## src/rtl/multi_button_debouncer.sv

```systemverilog
// Multi-channel push-button conditioner: 2-flop sync, stable-sample debounce,
// and registered press/release/long-press/auto-repeat strobes per channel.
// `release` and `repeat` are reserved words, so those ports carry a _stb suffix.
module multi_button_debouncer #(
    parameter int unsigned CHANNELS           = 4,
    parameter int unsigned STABLE_SAMPLES     = 20,
    parameter int unsigned SAMPLE_DIV         = 1,
    parameter int unsigned LONG_PRESS_SAMPLES = 10000,
    parameter int unsigned REPEAT_SAMPLES     = 1000,
    parameter int unsigned RELEASE_FAST       = 0
) (
    input  logic                clk,
    input  logic                rst,
    input  logic [CHANNELS-1:0] button,
    output logic [CHANNELS-1:0] level,
    output logic [CHANNELS-1:0] press,
    output logic [CHANNELS-1:0] release_stb,
    output logic [CHANNELS-1:0] long_press,
    output logic [CHANNELS-1:0] repeat_stb
);

    localparam int unsigned SCW    = $clog2(STABLE_SAMPLES + 1);
    localparam int unsigned HC_MAX = (LONG_PRESS_SAMPLES > REPEAT_SAMPLES) ?
                                     LONG_PRESS_SAMPLES : REPEAT_SAMPLES;
    localparam int unsigned HCW    = $clog2(HC_MAX + 1);
    localparam int unsigned DIVW   = (SAMPLE_DIV > 1) ? $clog2(SAMPLE_DIV) : 1;

    localparam logic [SCW-1:0]  SC_LAST  = SCW'(STABLE_SAMPLES - 1);
    localparam logic [HCW-1:0]  HC_LONG  = HCW'(LONG_PRESS_SAMPLES);
    localparam logic [HCW-1:0]  HC_RPT   = HCW'(REPEAT_SAMPLES);
    localparam logic [DIVW-1:0] DIV_LAST = DIVW'(SAMPLE_DIV - 1);

    typedef enum logic {
        PH_HOLD   = 1'b0,
        PH_REPEAT = 1'b1
    } phase_e;

    logic [DIVW-1:0]     div_q, div_d;
    logic                tick;
    logic [CHANNELS-1:0] sync1_q, sync1_d;
    logic [CHANNELS-1:0] s_q, s_d;
    logic [CHANNELS-1:0] level_q, level_d;
    logic [CHANNELS-1:0] press_q, press_d;
    logic [CHANNELS-1:0] release_q, release_d;
    logic [CHANNELS-1:0] long_q, long_d;
    logic [CHANNELS-1:0] repeat_q, repeat_d;
    logic [SCW-1:0]      sc_q [CHANNELS];
    logic [SCW-1:0]      sc_d [CHANNELS];
    logic [HCW-1:0]      hc_q [CHANNELS];
    logic [HCW-1:0]      hc_d [CHANNELS];
    phase_e              phase_q [CHANNELS];
    phase_e              phase_d [CHANNELS];
    logic [HCW-1:0]      hc_inc;

    always_comb begin
        tick    = (div_q == DIV_LAST);
        div_d   = tick ? '0 : div_q + DIVW'(1);
        sync1_d = button;
        s_d     = sync1_q;
        level_d = level_q;
        sc_d    = sc_q;
        hc_d    = hc_q;
        phase_d = phase_q;
        long_d  = '0;
        repeat_d = '0;
        hc_inc  = '0;

        for (int unsigned i = 0; i < CHANNELS; i++) begin
            if (tick) begin
                if (s_q[i] == level_q[i]) begin
                    sc_d[i] = '0;
                end else if (RELEASE_FAST != 0 && level_q[i]) begin
                    level_d[i] = 1'b0;
                    sc_d[i]    = '0;
                end else if (sc_q[i] == SC_LAST) begin
                    level_d[i] = ~level_q[i];
                    sc_d[i]    = '0;
                end else begin
                    sc_d[i] = sc_q[i] + SCW'(1);
                end
            end

            // Hold timing only runs while the level stays high across the edge,
            // so the press edge itself is hold tick zero.
            hc_inc = hc_q[i] + HCW'(1);
            if (!(level_q[i] && level_d[i])) begin
                hc_d[i]    = '0;
                phase_d[i] = PH_HOLD;
            end else if (tick) begin
                case (phase_q[i])
                    PH_HOLD: begin
                        if (hc_inc == HC_LONG) begin
                            long_d[i]  = 1'b1;
                            hc_d[i]    = '0;
                            phase_d[i] = PH_REPEAT;
                        end else begin
                            hc_d[i] = hc_inc;
                        end
                    end
                    PH_REPEAT: begin
                        if (REPEAT_SAMPLES != 0) begin
                            if (hc_inc == HC_RPT) begin
                                repeat_d[i] = 1'b1;
                                hc_d[i]     = '0;
                            end else begin
                                hc_d[i] = hc_inc;
                            end
                        end
                    end
                    default: phase_d[i] = PH_HOLD;
                endcase
            end
        end

        press_d   = level_d & ~level_q;
        release_d = ~level_d & level_q;
    end

    always_ff @(posedge clk) begin
        if (rst) begin
            div_q     <= '0;
            sync1_q   <= '0;
            s_q       <= '0;
            level_q   <= '0;
            press_q   <= '0;
            release_q <= '0;
            long_q    <= '0;
            repeat_q  <= '0;
            for (int unsigned i = 0; i < CHANNELS; i++) begin
                sc_q[i]    <= '0;
                hc_q[i]    <= '0;
                phase_q[i] <= PH_HOLD;
            end
        end else begin
            div_q     <= div_d;
            sync1_q   <= sync1_d;
            s_q       <= s_d;
            level_q   <= level_d;
            press_q   <= press_d;
            release_q <= release_d;
            long_q    <= long_d;
            repeat_q  <= repeat_d;
            for (int unsigned i = 0; i < CHANNELS; i++) begin
                sc_q[i]    <= sc_d[i];
                hc_q[i]    <= hc_d[i];
                phase_q[i] <= phase_d[i];
            end
        end
    end

    assign level       = level_q;
    assign press       = press_q;
    assign release_stb = release_q;
    assign long_press  = long_q;
    assign repeat_stb  = repeat_q;

endmodule

```

## config.mk

```make
export PLATFORM = sky130hd
export DESIGN_NAME = multi_button_debouncer
export DESIGN_NICKNAME = d
export VERILOG_FILES = /design/src/rtl/multi_button_debouncer.sv
export SDC_FILE = /design/constraint.sdc
export NUM_CORES = 1
export LEC_CHECK = 0
export BUFFER_PORTS_ARGS = -buffer_cell sky130_fd_sc_hd__buf_4
export CAP_MARGIN = 10
export CORE_MARGIN = 2
export CORE_UTILIZATION = 48
export CTS_BUF_LIST = sky130_fd_sc_hd__clkbuf_16
export DETAILED_ROUTE_END_ITERATION = 6
export PLACE_DENSITY = 0.72
export SLEW_MARGIN = 25
export SYNTH_ARGS = -nofsm -noshare
export SYNTH_HDL_FRONTEND = slang
export SYNTH_SLANG_ARGS = --single-unit
```

## constraint.sdc

```tcl
create_clock -name clk -period 5.6 [get_ports clk]
set_input_delay 1.12 -clock clk [delete_from_list [all_inputs] [get_ports clk]]
set_output_delay 1.12 -clock clk [all_outputs]
set_load 0.1 [all_outputs]
```

# --- Word-level counts from Yosys, hierarchy flattened ---
# Cells that the tools add are included.
word_totals:
  ramBits: 0
  out_inout_bits: 20
  rom_bits: 0
  mem_count: 0
  latch_bits: 0
  reg_bits: 109
  inputBits: 6
  wordCells: 129
op_classes:
  shifts: 0
  order_cmp: 0
  n_mux: 44
  add_sub_neg: 9
  bitwise: 17
  multipliers: 0
  eq_ne: 16
  reduce_logical: 17
  div_mod_pow: 0
ops:
  columns: ["operator", "count"]
  rows:
  - ["14-bit 2-to-1 mux", 8]
  - ["14-bit one-hot mux with 2 select lines", 4]
  - ["14-bit by 1-bit adder with 14-bit output, second input constant", 4]
  - ["14-bit by 10-bit == test with 1-bit output, second input constant", 4]
  - ["14-bit == test, second input constant", 4]
  - ["5-bit 2-to-1 mux", 8]
  - ["4-bit OR reduction", 8]
  - ["1-bit 2-to-1 mux", 24]
  - ["5-bit by 1-bit adder with 5-bit output, second input constant", 4]
  - ["5-bit == test, second input constant", 4]
  - ["1-bit NOT", 13]
  - ["2-bit OR reduction", 5]
  - ["4-bit bitwise AND", 2]
  - ["4-bit NOT", 2]
  - ["1-bit == test", 4]
  - ["1-bit logical AND", 4]
  - ["1-bit adder, second input constant", 1]

# --- Logic depth before layout (Yosys ltp) ---
# Gate-level depths: netlist (run 1).
depth:
  depth_word: 7
  depth_mapped: 9
  depth_no_buf: 8

# --- Worst setup path before layout (run 1) ---
# No wires, ideal clock.
synth_path:
  path_type: "reg2reg"
  from: "register hc_q[28] (netlist bit)"
  to: "register hc_q[34] (netlist bit)"
  slack_ns: 3.229
  path_buffers: 1
  path_stages_with_launch: 10
  setup_time_ns: 0.132
  period_less_slack_ns: 2.371
  t_required_ns: 5.468
  t_arrival_ns: 2.239
  path_cell_list: "dfxtp_1 ha_1 and2_1 clkbuf_1 o31ai_1 a2bb2oi_1 or2_2 or4_4 o211ai_1 a21oi_1"
synth_via:
  elab_chain_cells: 4
  elab_cells_between_ends: 6
  cone_classes: "1 x add/sub; 2 x eq/ne; 3 x mux"
synth_rtl:
  columns: ["element", "line", "source"]
  rows:
  - ["from (decl)", "49", "logic [HCW-1:0] hc_q [CHANNELS];"]
  - ["from (signal, indexed assignment)", "145", "hc_q[i] <= hc_d[i];"]
  - ["14-bit by 1-bit adder with 14-bit output (*)", "85", "hc_inc = hc_q[i] + HCW'(1);"]
  - ["14-bit by 10-bit == test with 1-bit output / 14-bit == test (equally long branches)", "102, 92", null]
  - ["14-bit 2-to-1 mux, on equally long branches", "102, 92", null]
  - ["14-bit one-hot mux with 2 select lines (*)", "90", "case (phase_q[i])"]
# Mark *: on every way between the ends. The rest lies on a longest branch, timed or not.
# A chain may end at the register's enable or synchronous reset.

# --- Worst setup path in the final report (run 1) ---
layout_path:
  from: "register div_q"
  to: "register phase_q[0] (netlist bit)"
layout_via:
  elab_chain_cells: 4
layout_rtl:
  columns: ["element", "line", "source"]
  rows:
  - ["from (decl)", "38", "logic [DIVW-1:0] div_q, div_d;"]
  - ["from (signal assigned)", "135", "div_q <= div_d;"]
  - ["1-bit 2-to-1 mux", "69", "if (tick) begin"]
  - ["1-bit logical AND", "86", "if (!(level_q[i] && level_d[i])) begin"]
  - ["1-bit NOT (no line)", null, null]
  - ["2-bit OR reduction (no line)", null, null]
  - ["to (signal, indexed assignment)", "146", "phase_q[i] <= phase_d[i];"]
  - ["to (decl)", "51", "phase_e phase_q [CHANNELS];"]
# Several ways; a longest one is shown, not always the timed one.

==> flow_metrics.tcl, run 1 <==
set metrics [dict create \
    overflow 0 \
    max_freq_mhz 378 \
    synthArstFlopShare 0 \
    post-route-min-period_ns 2.64 \
    p_leak_uw 0.00202 \
    power_frac_clock 0.429 \
    wire_per_inst_um 13.7 \
    critPathKind "flip-flop to flip-flop" \
    worst_hold_slack_ns 0.448 \
    initial_utilization 0.496 \
    fin_worst_skew_ns 0.00740 \
    syn_area_per_cell_um2 8.11 \
    r2r_cells 7 \
    synth_compound_area_frac 0.122 \
    max-clock-path-buffers 2 \
    rows 39 \
    cts_buffers 9 \
    synth_cell_types 64 \
    p_comb_frac 0.021 \
    grt_first_pass_wirelength_um 20000 \
    num_vias 4904 \
    dieArea_um2 12800 \
    status "complete, no violations" \
    portBuffers 25 \
    drc_errors 0 \
    largest_register_ffs 56 \
    die_w_um 113 \
    synth-simple-area-share 0.340 \
    ios 26 \
    irDropWorstVdd_v 0.000215 \
    ys_warn_count 0 \
    dp_cells 835 \
    postCtsSetupBuffers 0 \
    synthMuxAreaShare 0.00872 \
    grt_max_degree 86 \
    grt_pass1_vias 4409 \
    synth.top_cell.area_share 0.380 \
    top_regs "hc_q: 56 flops, sc_q: 20 flops" \
    syn_area_um2 5740 \
    synth.most_common_cell "dfxtp_1" \
    top_register "hc_q" \
    cp_max_fo 85 \
    finalMaxSlewViolations 0 \
    viasPerCell 5.78 \
    finalHoldViolCount 0 \
    p_sw_frac 0.219 \
    dieHeight_um 113 \
    setup_viol 0 \
    critPathLaunchType "flip-flop" \
    timing.final.crit_share 0.472 \
    p_sw_uw 312 \
    synth_seq_cells 109 \
    setup_tns_ns 0 \
    diodes 0 \
    drive_above_1_share 0.0921 \
    gp_congestion 0.929 \
    fillers 1100 \
    route.antenna.remaining_nets 0 \
    synth_fa_ha_area_frac 0.0262 \
    synth_nets 725 \
    cp-end-kind "flip-flop" \
    drt-total-wl_um 11600 \
    maxCapViolations 0 \
    cell_internal_pwr_uw 1120 \
    slew_headroom 0.452 \
    seq_power_share 0.550 \
    clk_transition_reported_paths_ns 0.07 \
    firstDrtPassIters 5 \
    cts_sinks 109 \
    synthTopCellsByArea "dfxtp_1, nor2_1, xnor2_1, nand2_1, nand3_1" \
    hold_buffers 0 \
    dp_slack_ns 2.97 \
    seq_area_frac_synth 0.380 \
    fin_ws_ns 2.96 \
    htreeDepth 3 \
    clock-root-buffer "clkbuf_16" \
    hold_depth 1 \
    yosysTopAreaCell "dfxtp_1" \
    grtUsageTotal 0.188 \
    synth_xor_area_frac 0.0855 \
    worst_hold_path_type "flip-flop to flip-flop" \
    drtIter0Drc 280 \
    synth_top_family_by_area "simple AND/OR/NAND/NOR gates" \
    layout.nets 721 \
    place_hpwl_um 7910 \
    synthCells 707 \
    core_um2 11600 \
    post_cts_resized 0 \
    synth-edff-count 0 \
    cts_tree "built" \
    critical_path_arrival_ns 2.93 \
    tightestPinTransition_ns 0.822 \
    synth_common_cells "dfxtp_1, nor2_1, nand2_1" \
    ys.flop_type "dfxtp_1" \
    power.density_nw_per_um2 229 \
    syn2layout_area_growth_pct 8.77 \
    critPathRequiredTime_ns 5.88 \
    clkLatencyLatePin_ns 0.36 \
    rsz0062_at_grt "false" \
    grt_antenna_before_repair 0 \
    stdcell_count 849 \
]
path summary, 6_finish.rpt:
path / slack (ns) / endpoint / startpoint
worst max-delay path: 2.96 / phase_q[0] / div_q
worst min-delay path: 0.45 / s_q[0] / s_d[0]
worst max register to register: 2.96 / phase_q[0] / div_q
worst min register to register: 0.45 / s_q[0] / s_d[0]
worst max-delay path: stages, from the launching register on:
cell and delay, ns:
dfxtp_4 0.50, buf_4 0.70, nor2b_1 0.20, nand3_1 0.25
o21ai_1 0.08, buf_4 0.19, or3_2 0.48, o22ai_1 0.11
stage by stage:
stage                util  instance area (um2)  power (uW)
floorplan               -                 5740         826
global placement    0.515                 5950         833
detailed placement  0.515                 5950         834
CTS                 0.539                 6240        1450
global route        0.540                 6240        1480
finish              0.540                 6240        1430
layout make-up:
cell class / instances / area [um2] / area share
Clock buffer: 10 / 250 / 0.0401
Clock inverter: 4 / 31.3 / 0.00501
Inverter: 6 / 22.5 / 0.00361
Multi-Input combinational cell: 548 / 3350 / 0.537
Sequential cell: 109 / 2190 / 0.350
Tap cell: 143 / 179 / 0.0287
Timing Repair Buffer: 29 / 218 / 0.0349
cells in the final DEF, fill, tap and decap left out, types with 9 or more instances in the layout:
cell,instances
a31oi_1,15
o21ai_0,11
nor3_1,42
xor2_1,22
ha_1,12
nor4_1,13
dfxtp_1,108
buf_4,29
and3_1,12
nand2_1,61
nand3_1,45
or3_1,17
a21oi_1,32
clkbuf_16,10
and2_1,9
nor2_1,80
xnor2_1,34
nor2b_1,19
nand4_1,21
power by group through the flow:
stage / registers (uW) / logic (uW) / clock network, uW
CTS: 786 / 30.4 / 634
global route: 786 / 33.4 / 663
global placement: 803 / 29.0 / 0
detailed placement: 804 / 30.5 / 0
floorplan: 801 / 25.2 / 0
finish: 786 / 30.1 / 612
cell families after synthesis:
kind of cell             count (synthesis)
buffers and inverters                   50
AO/OA/AOI/OAI                          106
AND/OR/NAND/NOR                        368
other                                    1
XOR/XNOR                                56
flip-flops                             109
multiplexers                             5
adder cells (fa/ha/maj)                 12
per-layer routing:
metal | vias to the layer above | share of wire | track usage
met5 | - | 0 | 0
met2 | 92 | 0.47 | 0.306
met4 | 0 | 0.014 | 0.0659
met3 | 10 | 0.040 | 0.0482
li1 | 2522 | - | -
met1 | 2280 | 0.48 | 0.241
(Power assumes the default switching activity.)
==> inputs of run 2 (changes only) <==
- clock period: 5.6 -> 2.65 ns (I/O delays scaled with it)
==> flow_metrics.tcl, run 2 (synthesized netlist as in run 1, its figures left out) <==
set metrics [dict create \
    critical_path_buf_inv_count 0 \
    portBuffers 25 \
    rows 39 \
    ios 26 \
    largest_register_ffs 56 \
    cp-end-kind "flip-flop" \
    multi_input_area_um2 3420 \
    crit_family "simple AND/OR/NAND/NOR gates" \
    dp_slack_ns 0.161 \
    slew_headroom 0.647 \
    worst_hold_slack_ns 0.392 \
    clkLatencyLatePin_ns 0.35 \
    crit_slowest_cell "or4_1" \
    fin_ws_ns 0.203 \
    cp_max_fo 7 \
    max_stage_delay_ns 0.48 \
    cts_buffers 9 \
    p_leak_uw 0.00210 \
    grt_first_pass_wirelength_um 21100 \
    drc_errors 0 \
    power.density_nw_per_um2 470 \
    gp_congestion 0.884 \
    irDropWorstVdd_v 0.000287 \
    endpoint "hc_q[42]" \
    overflow 0 \
    grt_antenna_before_repair 0 \
    path_cells "ha_1 -> nand3_1 -> xor2_1 -> or4_1 -> nor4_4 -> o21ai_2 -> a32o_1" \
    critPathLaunchType "flip-flop" \
    route.antenna.remaining_nets 0 \
    drt-total-wl_um 12200 \
    dp_cells 847 \
    crit_start "hc_q[42]" \
    cts_sinks 109 \
    setup_viol 0 \
    syn2layout_area_growth_pct 11.8 \
    cts_tree "built" \
    clk_transition_reported_paths_ns 0.07 \
    layout.nets 734 \
    status "complete, no violations" \
    hold_buffers 0 \
    critical_path_arrival_ns 2.70 \
    fillers 1061 \
    top_register "hc_q" \
    grt_max_degree 55 \
    place_hpwl_um 8280 \
    die_w_um 113 \
    htreeDepth 3 \
    grtUsageTotal 0.197 \
    r2r_cells 7 \
    regToRegStartpoint "hc_q[42]" \
    stdcell_count 864 \
    path_depth 7 \
    drive_above_1_share 0.123 \
    maxCapViolations 0 \
    max-clock-path-buffers 2 \
    top_regs "hc_q: 56 flops, sc_q: 20 flops" \
    layout_commonest_cell "dfxtp_1" \
    dieArea_um2 12800 \
    max_freq_mhz 409 \
    reg2reg_to "hc_q[42]" \
    clock-root-buffer "clkbuf_16" \
    finalMaxSlewViolations 0 \
    worst_hold_path_type "input pin to flip-flop" \
    viasPerCell 5.86 \
    post-route-min-period_ns 2.45 \
    critPathRequiredTime_ns 2.90 \
    post-route-util 0.554 \
    final_cell_mix "dfxtp_1, nor2_1, nand2_1, nand3_1" \
    reg2reg_slack_ns 0.20 \
    core_um2 11600 \
    setup_tns_ns 0 \
    regArea_um2 2190 \
    timing.final.crit_share 0.923 \
    firstDrtPassIters 5 \
    initial_utilization 0.496 \
    critPathKind "flip-flop to flip-flop" \
    grt_pass1_vias 4755 \
    drtIter0Drc 429 \
    wire_per_inst_um 14.1 \
    diodes 0 \
    fin_worst_skew_ns 0.00938 \
    dieHeight_um 113 \
    tightestPinTransition_ns 0.529 \
    num_vias 5066 \
    finalHoldViolCount 0 \
    rsz0062_at_grt "false" \
]
==> run 2: worst register-to-register path, delay by kind of cell, from the launching register on <==
| family | cells | cell delay, ns |
|---|---|---|
| flops | 1 | 0.45 |
| fa+ha+maj | 1 | 0.26 |
| compound gates | 2 | 0.44 |
| xor+xnor | 1 | 0.22 |
| simple gates | 3 | 0.98 |
==> run 2: repair_timing <==
item / 4_1_cts / 5_1_grt
endpoints found under the hold margin: 0 / 0
setup buffers: 0 / 1
endpoints found under the setup margin: 0 / 23
gates resized for setup: 0 / 13
==> run 2: per-layer routing <==
layer	vias up	track usage	part of all wire
met1	2364	0.241	0.45
met3	13	0.0487	0.045
met5	-	0	0
met4	0	0.0593	0.013
met2	127	0.343	0.49
li1	2562	-	-
==> run 2: power breakdown <==
| group | switching, uW | total, uW | internal (uW) | leakage (uW) |
|---|---|---|---|---|
| Clock | 633 | 1290 | 652 | 0.000138 |
| Combinational | 39.3 | 61.7 | 22.4 | 0.00108 |
| Sequential | 19.7 | 1670 | 1650 | 0.000882 |
| Total | 692 | 3010 | 2320 | 0.00210 |
==> run 2: metrics by stage <==
step	cell area (um2)	power (uW)
after floorplan	5740	1740
after global placement	6040	1760
after detailed placement	6040	1770
after CTS	6330	3060
after global routing	6410	3140
final	6410	3010
==> run 2: worst min path at each step <==
| stage | from | endpoint | slack (ns) | cells after the start |
|---|---|---|---|---|
| final | button[1] | s_d[1] | 0.39 | 2 |
| after global routing | button[0] | s_d[0] | 0.40 | 2 |
| after CTS | button[1] | s_d[1] | 0.38 | 2 |
| after detailed placement | s_d[2] | s_q[2] | 0.42 | 1 |
| after global placement | s_d[0] | s_q[0] | 0.42 | 1 |
| after floorplan | s_d[0] | s_q[0] | 0.41 | 1 |
==> run 2: layout make-up <==
| type | count | share of cell area |
|---|---|---|
| clock buffers | 9 | 0.0351 |
| clock inverters | 7 | 0.00956 |
| inverters | 6 | 0.00351 |
| multi-input cells | 548 | 0.533 |
| flip-flops and latches | 109 | 0.341 |
| well taps | 143 | 0.0279 |
| repair buffers | 42 | 0.0492 |
